File: config.mk
export PLATFORM = sky130hd
export DESIGN_NAME = bsh_arb
export DESIGN_NICKNAME = d
export VERILOG_FILES = /design/src/rtl/bsh_pkg.sv /design/src/rtl/bsh_32.sv /design/src/rtl/rr_pick.sv /design/src/rtl/bsh_arb.sv
export SDC_FILE = /design/constraint.sdc
export NUM_CORES = 1
export LEC_CHECK = 0
export BUFFER_PORTS_ARGS = -buffer_cell sky130_fd_sc_hd__buf_2
export CELL_PAD_IN_SITES_DETAIL_PLACEMENT = 1
export CELL_PAD_IN_SITES_GLOBAL_PLACEMENT = 1
export CORE_MARGIN = 3
export CORE_UTILIZATION = 41
export CTS_BUF_LIST = sky130_fd_sc_hd__clkbuf_4 sky130_fd_sc_hd__clkbuf_8 sky130_fd_sc_hd__clkbuf_16
export DETAILED_ROUTE_END_ITERATION = 7
export PLACE_DENSITY_LB_ADDON = 0.1
export SLEW_MARGIN = 20
export SYNTH_ARGS = -nofsm -noshare
export SYNTH_HDL_FRONTEND = slang
export SYNTH_SLANG_ARGS = --single-unit
File: constraint.sdc
create_clock -name clk -period 5.5 [get_ports clk]
set_clock_uncertainty 0.05 [all_clocks]
set_input_delay 0.275 -clock clk [delete_from_list [all_inputs] [get_ports clk]]
set_output_delay 0.275 -clock clk [all_outputs]
set_load 0.02 [all_outputs]
File: src/rtl/bsh_pkg.sv
// Shared types and constants for the barrel-shifter arbiter slice.
package bsh_pkg;

    localparam int BSH_W   = 32;
    localparam int BSH_SHW = 5;

    localparam logic BSH_LEFT  = 1'b0;
    localparam logic BSH_RIGHT = 1'b1;

    typedef struct packed {
        logic [31:0] data;
        logic        dir;
        logic [4:0]  sh;
    } bsh_op_t;

endpackage

File: src/rtl/bsh_32.sv
// Combinational 32-bit logical barrel shifter, zero fill; dir 0 = left, 1 = right.
module bsh_32
    import bsh_pkg::*;
(
    input  logic [BSH_W-1:0]   data,
    input  logic               dir,
    input  logic [BSH_SHW-1:0] sh,
    output logic [BSH_W-1:0]   result
);

    assign result = (dir == BSH_RIGHT) ? (data >> sh) : (data << sh);

endmodule

File: src/rtl/rr_pick.sv
// Round-robin picker: first asserted valid at or above ptr, wrapping at N-1.
module rr_pick #(
    parameter int N  = 4,
    parameter int IW = $clog2(N)
) (
    input  logic [N-1:0]  valid,
    input  logic [IW-1:0] ptr,
    output logic [N-1:0]  grant,
    output logic [IW-1:0] idx,
    output logic          any
);

    logic found;

    always_comb begin
        grant = '0;
        idx   = '0;
        found = 1'b0;
        for (int k = 0; k < N; k++) begin
            logic [IW:0] cand;
            cand = {1'b0, ptr} + (IW+1)'(k);
            // explicit wrap so non-power-of-two N never aliases onto unused indices
            if (cand > (IW+1)'(N-1)) begin
                cand = cand - (IW+1)'(N);
            end
            if (!found && valid[cand[IW-1:0]]) begin
                found = 1'b1;
                idx   = cand[IW-1:0];
            end
        end
        grant[idx] = found;
        any        = found;
    end

endmodule

File: src/rtl/bsh_arb.sv
// Round-robin arbiter sharing one bsh_32 among NREQ requesters, one registered response channel.
module bsh_arb
    import bsh_pkg::*;
#(
    parameter int NREQ = 4,
    parameter int IDW  = $clog2(NREQ)
) (
    input  logic                    clk,
    input  logic                    rst,
    input  logic [NREQ-1:0]         req_valid,
    output logic [NREQ-1:0]         req_ready,
    input  logic [NREQ*BSH_W-1:0]   req_data,
    input  logic [NREQ-1:0]         req_dir,
    input  logic [NREQ*BSH_SHW-1:0] req_sh,
    output logic                    rsp_valid,
    input  logic                    rsp_ready,
    output logic [BSH_W-1:0]        rsp_data,
    output logic [IDW-1:0]          rsp_id
);

    bsh_op_t         ops [NREQ];
    bsh_op_t         sel_op;
    logic [NREQ-1:0] grant;
    logic [IDW-1:0]  win;
    logic [IDW-1:0]  ptr;
    logic [IDW-1:0]  ptr_next;
    logic            any_valid;
    logic            accept_ok;
    logic            xfer;
    logic [BSH_W-1:0] shift_res;

    always_comb begin
        for (int i = 0; i < NREQ; i++) begin
            ops[i].data = req_data[BSH_W*i +: BSH_W];
            ops[i].dir  = req_dir[i];
            ops[i].sh   = req_sh[BSH_SHW*i +: BSH_SHW];
        end
    end

    rr_pick #(
        .N  (NREQ),
        .IW (IDW)
    ) u_pick (
        .valid (req_valid),
        .ptr   (ptr),
        .grant (grant),
        .idx   (win),
        .any   (any_valid)
    );

    assign sel_op = ops[win];

    bsh_32 u_bsh (
        .data   (sel_op.data),
        .dir    (sel_op.dir),
        .sh     (sel_op.sh),
        .result (shift_res)
    );

    // ready depends on rsp_ready combinationally so a drain and reload share one cycle
    assign accept_ok = !rsp_valid || rsp_ready;
    assign xfer      = any_valid && accept_ok && !rst;
    assign req_ready = xfer ? grant : '0;
    assign ptr_next  = (win == IDW'(NREQ-1)) ? '0 : win + IDW'(1);

    always_ff @(posedge clk or posedge rst) begin
        if (rst) begin
            ptr       <= '0;
            rsp_valid <= 1'b0;
            rsp_data  <= '0;
            rsp_id    <= '0;
        end else if (xfer) begin
            ptr       <= ptr_next;
            rsp_valid <= 1'b1;
            rsp_data  <= shift_res;
            rsp_id    <= win;
        end else if (rsp_ready) begin
            rsp_valid <= 1'b0;
        end
    end

endmodule
# Word level (Yosys, flattened, before mapping)
# Index checks and enable logic that the tools add are counted.
totals:
  inputBits: 159
  output_inout_bits: 39
  ff_bits: 37
classes:
  n_mux: 30
  n_lt_le_gt_ge: 11
  n_eq_ne: 1
  shifts: 2
  reduce_logical: 13
  n_bitwise: 2
  add_sub_neg: 8
op_table:
  columns: ["operator", "n"]
  rows:
  - ["$bmux W38 S2", 1]
  - ["$mux W38", 2]
  - ["$mux W32", 1]
  - ["$shl A32 B5 Y32", 1]
  - ["$shr A32 B5 Y32", 1]
  - ["$mux W2", 9]
  - ["$lt A2 B3 Y1 const B", 5]
  - ["$mux W1", 11]
  - ["$gt A3 B2 Y1 const B", 3]
  - ["$bmux W1 S2", 4]
  - ["$sub A2 B1 Y2 const B", 4]
  - ["$add A2 B2 Y3 const B", 2]
  - ["$logic_and A1 B1 Y1", 6]
  - ["$logic_not A1 Y1", 5]
  - ["$and A4 B4 Y4", 1]
  - ["$mux W4", 1]
  - ["$add A2 B1 Y3 const B", 1]
  - ["$ge A3 B3 Y1 const B", 1]
  - ["$not A2 Y3", 1]
  - ["$add A2 B1 Y2 const B", 1]
  - ["$demux W1 S2", 1]
  - ["$eq A2 B2 Y1 const B", 1]
  - ["$ge A2 B1 Y1 const B", 1]
  - ["$gt A2 B2 Y1 const B", 1]
  - ["other kinds (2)", 2]

# Depth between registers and ports, before layout
# Gate-level depths: netlist of run 1.
logic_depth:
  ltp_word: 20
  mapped_depth: 14
  mapped_depth_nobuf: 10

# Cells and area by module
# A second synthesis of run 1 with hierarchy kept.
hier_totals:
  cells_unflattened: 665
  hier_area_um2: 6402.4
modules_own_cells:
  columns: ["mod", "cells_each", "instances", "area_per_inst_um2", "seq_area_each_um2"]
  rows:
  - ["bsh_32", 497, 1, 3789.9, 0.0]
  - ["bsh_arb", 136, 1, 2429.8, 925.9]
  - ["rr_pick", 32, 1, 182.7, 0.0]

# Worst setup path after synthesis of run 1
# OpenSTA, ideal clock, no wires.
synth_timing:
  path_kind: "reg2reg"
  start: "register ptr[1]"
  end: "register rsp_data[12]"
  path_stages_with_launch: 12
  required_ns: 5.321
  setup_time_ns: 0.129
  n_path_buf: 3
  setup_slack_ns: 2.511
  arrival_time_ns: 2.810
  synth_period_minus_slack_ns: 2.989
  path_cell_list: "dfrtp_1 > or3b_4 > a21oi_4 > buf_12 > mux2i_1 > mux2_2 > buf_2 > clkbuf_1 > mux2i_1 > mux2i_1 > a221oi_1 > a21oi_1"
synth_between:
  elab_chain_cells: 20
  word_cells_on_any_way: 46
  classes_between: "7 x add/sub; 4 x order compare; 2 x shift; 24 x mux; 1 x bitwise; 8 x reduce/logical"
synth_lines:
  columns: ["element", "line_no", "text"]
  rows:
  - ["from (decl)", "bsh_arb.sv:25", "logic [IDW-1:0] ptr;"]
  - ["from (signal assigned)", "bsh_arb.sv:73", "ptr <= ptr_next;"]
  - ["parallel branches: the longest is 20 deep, another holds $add A2 B1 Y3", null, null]
  - ["to (signal assigned)", "bsh_arb.sv:75", "rsp_data <= shift_res;"]
  - ["to (decl)", "bsh_arb.sv:17", "output logic [BSH_W-1:0] rsp_data,"]
# Parallel ways; which one is timed is not known. The select of a mux whose other input is x is not followed.
# A chain may end at the register's enable or synchronous reset.

# Worst setup path after layout of run 1
layout_timing:
  start: "register ptr[0]"
  end: "register rsp_data[0]"
# The elaborated chain is that of the path after synthesis.

==> results of run 1 <==
[registers in the layout (all words and copies together), names as in the netlist]
| name | count |
|---|---|
| rsp_data | 32 |
| rsp_valid | 1 |
| rsp_id | 2 |
| ptr | 2 |
[worst paths after layout]
| path | startpoint | end | slack [ns] | cells after the start |
|---|---|---|---|---|
| max | ptr[0] | rsp_data[0] | 0.89 | 11 |
| min | req_valid[2] | rsp_valid | 0.30 | 3 |
| max reg2reg | ptr[0] | rsp_data[0] | 0.89 | 11 |
| min reg2reg | rsp_id[0] | rsp_id[0] | 0.42 | 2 |
| max in group asynchronous | rst | rsp_data[23] | 4.36 | 4 |
| min in group asynchronous | rst | rsp_valid | 0.38 | 3 |
[power groups by stage]
stage / logic [mW] / clock network, mW / registers [mW]
final: 4.35 / 0.290 / 0.484
after detailed placement: 4.20 / 0 / 0.491
after floorplan: 2.78 / 0 / 0.631
after CTS: 4.22 / 0.292 / 0.486
after global routing: 4.56 / 0.304 / 0.500
after global placement: 4.14 / 0 / 0.481
[cells in the mapped netlist, types with 3 or more instances]
cell type,number
mux2_2,45
mux2i_2,8
o21ai_1,15
o311ai_0,6
buf_6,9
a211oi_1,5
nand2_1,41
clkbuf_1,24
o2111ai_1,3
o21ai_0,44
buf_4,5
o211ai_1,15
a31oi_1,9
o311ai_1,4
a22oi_1,13
a221oi_1,20
o31ai_1,3
buf_2,18
o22ai_1,53
mux2i_1,163
nor2_1,89
and3_1,4
a21oi_1,35
ha_1,4
nor3_1,22
nand2b_1,5
dfrtp_1,37
mux2i_4,4
nand3_1,8
[layout make-up]
class / count / area (um2) / share of cell area [%]
multi-input cells: 646 / 4800 / 66.0
repair buffers: 219 / 1170 / 16.0
flip-flops and latches: 37 / 926 / 12.7
well taps: 180 / 225 / 3.10
clock buffers: 6 / 133 / 1.83
inverters: 3 / 11.3 / 0.155
clock inverters: 2 / 10.0 / 0.138
[stage by stage]
| step | hold slack, ns | setup slack (ns) |
|---|---|---|
| finish | 0.300 | 0.892 |
| global route | 0.332 | 0.703 |
| CTS | 0.313 | 1.04 |
| detailed placement | 0.114 | 0.978 |
| floorplan | 0.337 | 2.51 |
| global placement | 0.0990 | 1.14 |
[worst max-delay path, cell delays in order, from the launching register on]
cell      delay, ns
dfrtp_1        0.41
nor2b_1        0.08
or3b_4         0.40
a21oi_4        0.43
buf_12         0.42
mux2i_1        0.21
mux2i_4        0.62
nand2_1        0.73
o22ai_1        0.37
nor2_1         0.12
a221oi_1       0.46
a21oi_1        0.13
[repair_timing]
item / in CTS / in global routing
gates resized for setup: 0 / 0
hold buffers: 1 / 0
hold endpoints to repair: 2 / 0
[cells by family after synthesis]
group           after synthesis  synth area share, %
compound gates              237                 25.5
flops                        37                 15.2
mux                         221                 38.6
fa+ha+maj                     4                0.821
simple gates                184                 13.3
buf+inv                      64                 6.63
[routing by layer]
metal	vias to the layer above	track usage, %	part of all wire, %
met1	3545	41.6	39
met5	-	0	0
met3	88	6.63	8.0
li1	3225	-	-
met4	0	14.9	5.0
met2	431	59.9	48
==> reports/results.ini, run 1 <==
[power]
internal_power_mw = 2.01
switching_share_pct = 60.7
power_mw = 5.12
leakage_nw = 3.23
combPwrFrac_pct = 84.9
power_switching_mw = 3.11
p_seq_share_pct = 9.4
power_density_nw_per_um2 = 705
worst_ir_drop_vdd_mv = 0.262
clkPwrFrac_pct = 5.7

[die]
dieArea_um2 = 16400
fp.dieW_um = 128
rows = 43
core_um2 = 14200
start_util_pct = 42.9
die_height_um = 128
io_pins = 198

[grt]
grt_pass1_vias = 7641
antenna_found_initial = 0
grt_pass1_wl_um = 44100
grt_overflow_total = 0
grt_max_degree = 67
grt_usage_pct = 34.6

[route]
drt-wirelength-per-cell_um = 26.8
drt-initial-drc-count = 743
postRouteAntennaNets = 0
routed_wl_um = 29300
drtPass1Iterations = 5
via_per_inst = 6.67
via_count = 7289
drc = 0

[timing]
fin_crit_sh_pct = 83.8
fin_setup_tns_ns = 0
fin_crit_ns = 4.61
slew_headroom_pct = 36.7
clock.fmax_ghz = 0.217
setup_viol = 0
slew_violations = 0
tightest_slew_ns = 0.942
rsz0062_at_grt = false
hold_viol = 0

[finish]
diodes = 0
final_common_cell = buf_2
mostFrequentLayoutCells = buf_2 (197), mux2i_1 (161), nor2_1 (89), o22ai_1 (53), mux2_2 (45)
stdcell_count = 1093
final_util_pct = 51.2
layout-drive-gt1-share_pct = 33.1
fillers = 1756
areaGrowthSynthToFinish_pct = 19.1
fin_nets = 1075
stdcell_area_um2 = 7270

[clock_tree]
cts_sinks = 37
clk_pin_slew_ns = 0.06
clkLatencyLatePin_ns = 0.29
cts_made_buffers = 5
cts_setup_buffers = 0
cts_tree = done
cts_root_buf = clkbuf_16
htreeDepth = 2
clockBufferDepth = 2

[setup_path]
end_kind = register
cp.arrival_ns = 4.69
path_class = reg2reg
startpoint_type = register
crit_fanout = 66
required_ns = 5.59

[run_status]
status = completed

[synth]
syn_nets = 910
synthCells = 747
async_flop_share_pct = 100
synth_top_area_share_pct = 26.7
yosys_warnings = 0
synth_ff_type = dfrtp_1
synth_enable_flop_cells = 0
synth.distinct_cells = 56
synth.area.top_cells = mux2i_1 (27%), dfrtp_1 (15%), mux2_2 (8.3%)
syn_area_per_cell_um2 = 8.17
synth.ff_latch_count = 37
yosys.area.top_type = mux2i_1
yosysSeqAreaShare_pct = 15.2
syn-cell-area_um2 = 6100

[run]
maxCapViolCount = 0

[placement]
dp_hpwl_um = 23100
io_buffers = 197
place_congestion = 1.01
dp.cells = 1084
place_area_um2 = 7110

[min_path]
holdCritPathClass = in2reg

Power figures use the tool's default switching activity.
==> inputs of run 2 (changes only) <==
--- a/config.mk
+++ b/config.mk
@@ -9,7 +9,7 @@
 export CELL_PAD_IN_SITES_DETAIL_PLACEMENT = 1
 export CELL_PAD_IN_SITES_GLOBAL_PLACEMENT = 1
 export CORE_MARGIN = 3
-export CORE_UTILIZATION = 41
+export CORE_UTILIZATION = 38
 export CTS_BUF_LIST = sky130_fd_sc_hd__clkbuf_4 sky130_fd_sc_hd__clkbuf_8 sky130_fd_sc_hd__clkbuf_16
 export DETAILED_ROUTE_END_ITERATION = 7
 export PLACE_DENSITY_LB_ADDON = 0.1
==> constraint.sdc (replaced) <==
create_clock -name clk -period 4.3 [get_ports clk]
set_clock_uncertainty 0.05 [all_clocks]
set_input_delay 0.215 -clock clk [delete_from_list [all_inputs] [get_ports clk]]
set_output_delay 0.215 -clock clk [all_outputs]
set_load 0.02 [all_outputs]
==> reports/results.ini, run 2 (synthesis gave the netlist of run 1 again) <==
[run_status]
status = completed

[die]
die_height_um = 133
fp.dieW_um = 133
rows = 45
io_pins = 198
start_util_pct = 39.5
dieArea_um2 = 17600
core_um2 = 15400

[clock_tree]
clockBufferDepth = 2
cts_resized = 0
cts_sinks = 37
cts_tree = done
clk_pin_slew_ns = 0.06
htreeDepth = 2
clkLatencyLatePin_ns = 0.29
cts_made_buffers = 5
cts_root_buf = clkbuf_16

[timing]
hold_viol = 0
fin_setup_tns_ns = 0
finalWorstSetupSlack_ns = 0.260
tightest_slew_ns = 0.867
clock.fmax_ghz = 0.248
setup_viol = 0
slew_violations = 0
rsz0062_at_grt = false
fin_crit_sh_pct = 94.0
slew_headroom_pct = 41.0
fin_crit_ns = 4.04

[power]
power_density_nw_per_um2 = 912
p_seq_share_pct = 9.1
combPwrFrac_pct = 84.4
power_mw = 6.90
power_switching_mw = 4.09
internal_power_mw = 2.81
clkPwrFrac_pct = 6.5
leakage_nw = 3.38
worst_ir_drop_vdd_mv = 0.319
switching_share_pct = 59.2

[placement]
dp.cells = 1143
place_ws_ns = 0.312
io_buffers = 197
place_congestion = 1.03
dp_hpwl_um = 24500

[route]
via_count = 7385
drt-initial-drc-count = 639
postRouteAntennaNets = 0
drc = 0
routed_wl_um = 30200
via_per_inst = 6.41
drtPass1Iterations = 7
drt-wirelength-per-cell_um = 26.2

[finish]
stdcell_count = 1152
mostFrequentLayoutCells = buf_2 (197), mux2i_1 (161), nor2_1 (89), o22ai_1 (53), buf_4 (47)
top_regs = rsp_data x32, ptr x2, rsp_id x2
layout-drive-gt1-share_pct = 35.2
fin_nets = 1103
areaGrowthSynthToFinish_pct = 24.0
final_util_pct = 49.0
diodes = 0
final_common_cell = buf_2
fillers = 1981
largest_reg_flops = 32
largest-register = rsp_data

[grt]
antenna_found_initial = 0
grt_pass1_vias = 7619
grt_usage_pct = 32.9
grt_max_degree = 51
grt_pass1_wl_um = 45300
grt_overflow_total = 0

[setup_path]
cp.arrival_ns = 4.14
path_class = reg2reg
end_kind = register
startpoint_type = register
required_ns = 4.40
crit_fanout = 17

[min_path]
holdCritPathClass = in2reg

[run]
maxCapViolCount = 0

==> run 2: layer usage <==
metal	GRT usage (%)	vias up	share of wire (%)
met4	13.6	0	4.6
met5	0	-	0
met2	56.0	373	48
met3	5.17	78	6.8
met1	41.3	3657	41
li1	-	3277	-
==> run 2: cell type report <==
class                           instances  area (um2)  share of cell area [%]
Inverter                                3        11.3                   0.149
Clock inverter                          2        37.5                   0.496
Clock buffer                            6         139                    1.84
Multi-Input combinational cell        646        4800                    63.4
Tap cell                              211         264                    3.49
Timing Repair Buffer                  247        1390                    18.4
Sequential cell                        37         926                    12.2
==> run 2: timing repair <==
item / in CTS / in global routing
hold buffers: 1 / 0
setup buffers: 0 / 0
endpoints found under the hold margin: 1 / 0
==> run 2: final timing paths <==
check / to / start / cells after the start / slack, ns
max: rsp_data[28] / ptr[1] / 10 / 0.26
min: rsp_valid / req_valid[2] / 3 / 0.21
max reg2reg: rsp_data[28] / ptr[1] / 10 / 0.26
min reg2reg: rsp_id[0] / rsp_id[0] / 2 / 0.41
max in group asynchronous: rsp_data[29] / rst / 4 / 3.23
min in group asynchronous: rsp_valid / rst / 3 / 0.27
==> run 2: metrics by stage <==
stage	cell area [um2]	hold WS [ns]
finish	7560	0.213
global route	7560	0.265
CTS	7560	0.203
detailed placement	7380	0.0317
global placement	7380	0.0256
floorplan	6100	0.277
==> run 2: worst max-delay path, cell delays in order, from the launching register on <==
cell,delay [ns]
dfrtp_1,0.43
or3b_4,0.43
a21oi_4,0.38
mux2i_1,0.41
mux2_2,0.57
buf_4,0.25
mux2i_1,0.13
a22oi_1,0.45
nand2_1,0.16
a221oi_1,0.49
a21oi_1,0.13
==> run 2: power by group through the flow <==
stage | Clock [mW] | Sequential [mW] | Combinational [mW]
5_1_grt | 0.467 | 0.646 | 6.11
2_1_floorplan | 0 | 0.807 | 3.56
4_1_cts | 0.452 | 0.626 | 5.68
3_5_place_dp | 0 | 0.629 | 5.65
3_3_place_gp | 0 | 0.621 | 5.58
6_report | 0.450 | 0.627 | 5.82
==> inputs of run 3 (changes only) <==
--- a/config.mk
+++ b/config.mk
@@ -12,7 +12,7 @@
 export CORE_UTILIZATION = 38
 export CTS_BUF_LIST = sky130_fd_sc_hd__clkbuf_4 sky130_fd_sc_hd__clkbuf_8 sky130_fd_sc_hd__clkbuf_16
 export DETAILED_ROUTE_END_ITERATION = 7
-export PLACE_DENSITY_LB_ADDON = 0.1
+export PLACE_DENSITY = 0.81
 export SLEW_MARGIN = 20
 export SYNTH_ARGS = -nofsm -noshare
 export SYNTH_HDL_FRONTEND = slang
==> reports/results.ini, run 3 (synthesis gave the netlist of run 1 again) <==
[run_status]
status = completed

[finish]
diodes = 0
layout-drive-gt1-share_pct = 33.8
final_common_cell = buf_2
fillers = 2000
largest_reg_flops = 32
largest-register = rsp_data
fin_nets = 1083
top_regs = rsp_data x32, ptr x2, rsp_id x2
mostFrequentLayoutCells = buf_2 (197), mux2i_1 (161), nor2_1 (89), o22ai_1 (53), mux2_2 (45)
areaGrowthSynthToFinish_pct = 21.0
stdcell_area_um2 = 7380

[setup_path]
crit_path_max_incr_delay_ns = 0.88
required_ns = 4.46
startpoint_type = register
crit_slowest_cell = nor2_1
crit_chain = nor2b_1, or3b_4, a21oi_4, buf_12, mux2i_1, mux2i_2, nor2_1, nand2_1, nor3_1, a211oi_1, a21oi_1
crit_fanout = 68
path_class = reg2reg
end_kind = register
cp.arrival_ns = 4.29

[power]
leakage_nw = 3.27
internal_power_mw = 2.65
p_seq_share_pct = 9.4
power_switching_mw = 3.84
power_density_nw_per_um2 = 879
clkPwrFrac_pct = 5.5
worst_ir_drop_vdd_mv = 0.356
combPwrFrac_pct = 85.0
switching_share_pct = 59.1

[placement]
dp_hpwl_um = 21200
place_congestion = 1.03
io_buffers = 197
place_area_um2 = 7230

[grt]
antenna_found_initial = 0
grt_max_degree = 69
grt_overflow_total = 0
grt_pass1_vias = 7363
grt_pass1_wl_um = 41100
grt_usage_pct = 29.2

[die]
core_um2 = 15400
start_util_pct = 39.5
rows = 45
dieArea_um2 = 17600
io_pins = 198
fp.dieW_um = 133
die_height_um = 133

[clock_tree]
cts_root_buf = clkbuf_16
htreeDepth = 2
cts_resized = 0
cts_hold_buf = 1
clk_pin_slew_ns = 0.05
cts_tree = done
cts_sinks = 37
cts_setup_buffers = 0
clockBufferDepth = 2
clkLatencyLatePin_ns = 0.28
cts_made_buffers = 5

[route]
routed_wl_um = 26800
drt-initial-drc-count = 824
drt-wirelength-per-cell_um = 23.6
postRouteAntennaNets = 0
drc = 0
via_per_inst = 6.33
via_count = 7169
drtPass1Iterations = 7

[min_path]
holdCritPathClass = in2async

[timing]
fin_crit_sh_pct = 96.1
fin_crit_ns = 4.13
slew_violations = 0
hold_viol = 0
clock.fmax_ghz = 0.242
tightest_slew_ns = 1.07
slew_headroom_pct = 28.6
setup_viol = 0
rsz0062_at_grt = false
fin_setup_tns_ns = 0

[run]
maxCapViolCount = 0

## run 3: layout make-up
type | count | area (um2) | share of cell area [%]
multi-input combinational | 646 | 4800 | 65.0
sequential | 37 | 926 | 12.5
clock inverter | 2 | 10.0 | 0.136
tap | 211 | 264 | 3.58
inverter | 3 | 11.3 | 0.153
timing repair buffer | 227 | 1240 | 16.8
clock buffer | 6 | 133 | 1.80
## run 3: worst paths after layout
| check | from | end | slack, ns | depth (start not counted) |
|---|---|---|---|---|
| max in group asynchronous | rst | rsp_data[25] | 3.27 | 4 |
| max | ptr[0] | rsp_data[11] | 0.17 | 11 |
| min | rst | rsp_valid | 0.29 | 3 |
| min reg2reg | rsp_id[0] | rsp_id[0] | 0.43 | 2 |
| min in group clk | req_valid[2] | rsp_valid | 0.32 | 3 |
| max reg2reg | ptr[0] | rsp_data[11] | 0.17 | 11 |
## run 3: power groups by stage
stage / combinational [mW] / clock [mW] / sequential, mW
4_1_cts: 5.37 / 0.366 / 0.615
3_5_place_dp: 5.34 / 0 / 0.618
6_report: 5.52 / 0.359 / 0.611
3_3_place_gp: 5.31 / 0 / 0.611
5_1_grt: 5.81 / 0.382 / 0.640
2_1_floorplan: 3.56 / 0 / 0.807
## run 3: per-layer routing
layer / wire length (um) / vias up / track usage [%]
met2: 12900 / 379 / 49.6
met3: 1910 / 90 / 5.06
li1: - / 3240 / -
met5: 0 / - / 0
met4: 1480 / 0 / 14.8
met1: 10500 / 3460 / 35.4
## run 3: critical path: cells and delay by family, from the launching register on
family	cells	cell delay (ns)
mux	2	0.59
flops	1	0.38
compound gates	3	0.58
buf+inv	1	0.40
simple gates	5	2.00
## run 3: per-stage QoR
stage	std cells	setup WS, ns	hold WS, ns	utilization, %	power, mW
2_1_floorplan	747	1.31	0.277	-	4.36
3_3_place_gp	1123	0.368	0.0307	46.8	5.92
5_1_grt	1132	0.00879	0.308	47.8	6.83
3_5_place_dp	1123	0.292	0.0386	46.8	5.96
4_1_cts	1132	0.300	0.294	47.8	6.35
6_report	1132	0.167	0.293	47.8	6.49
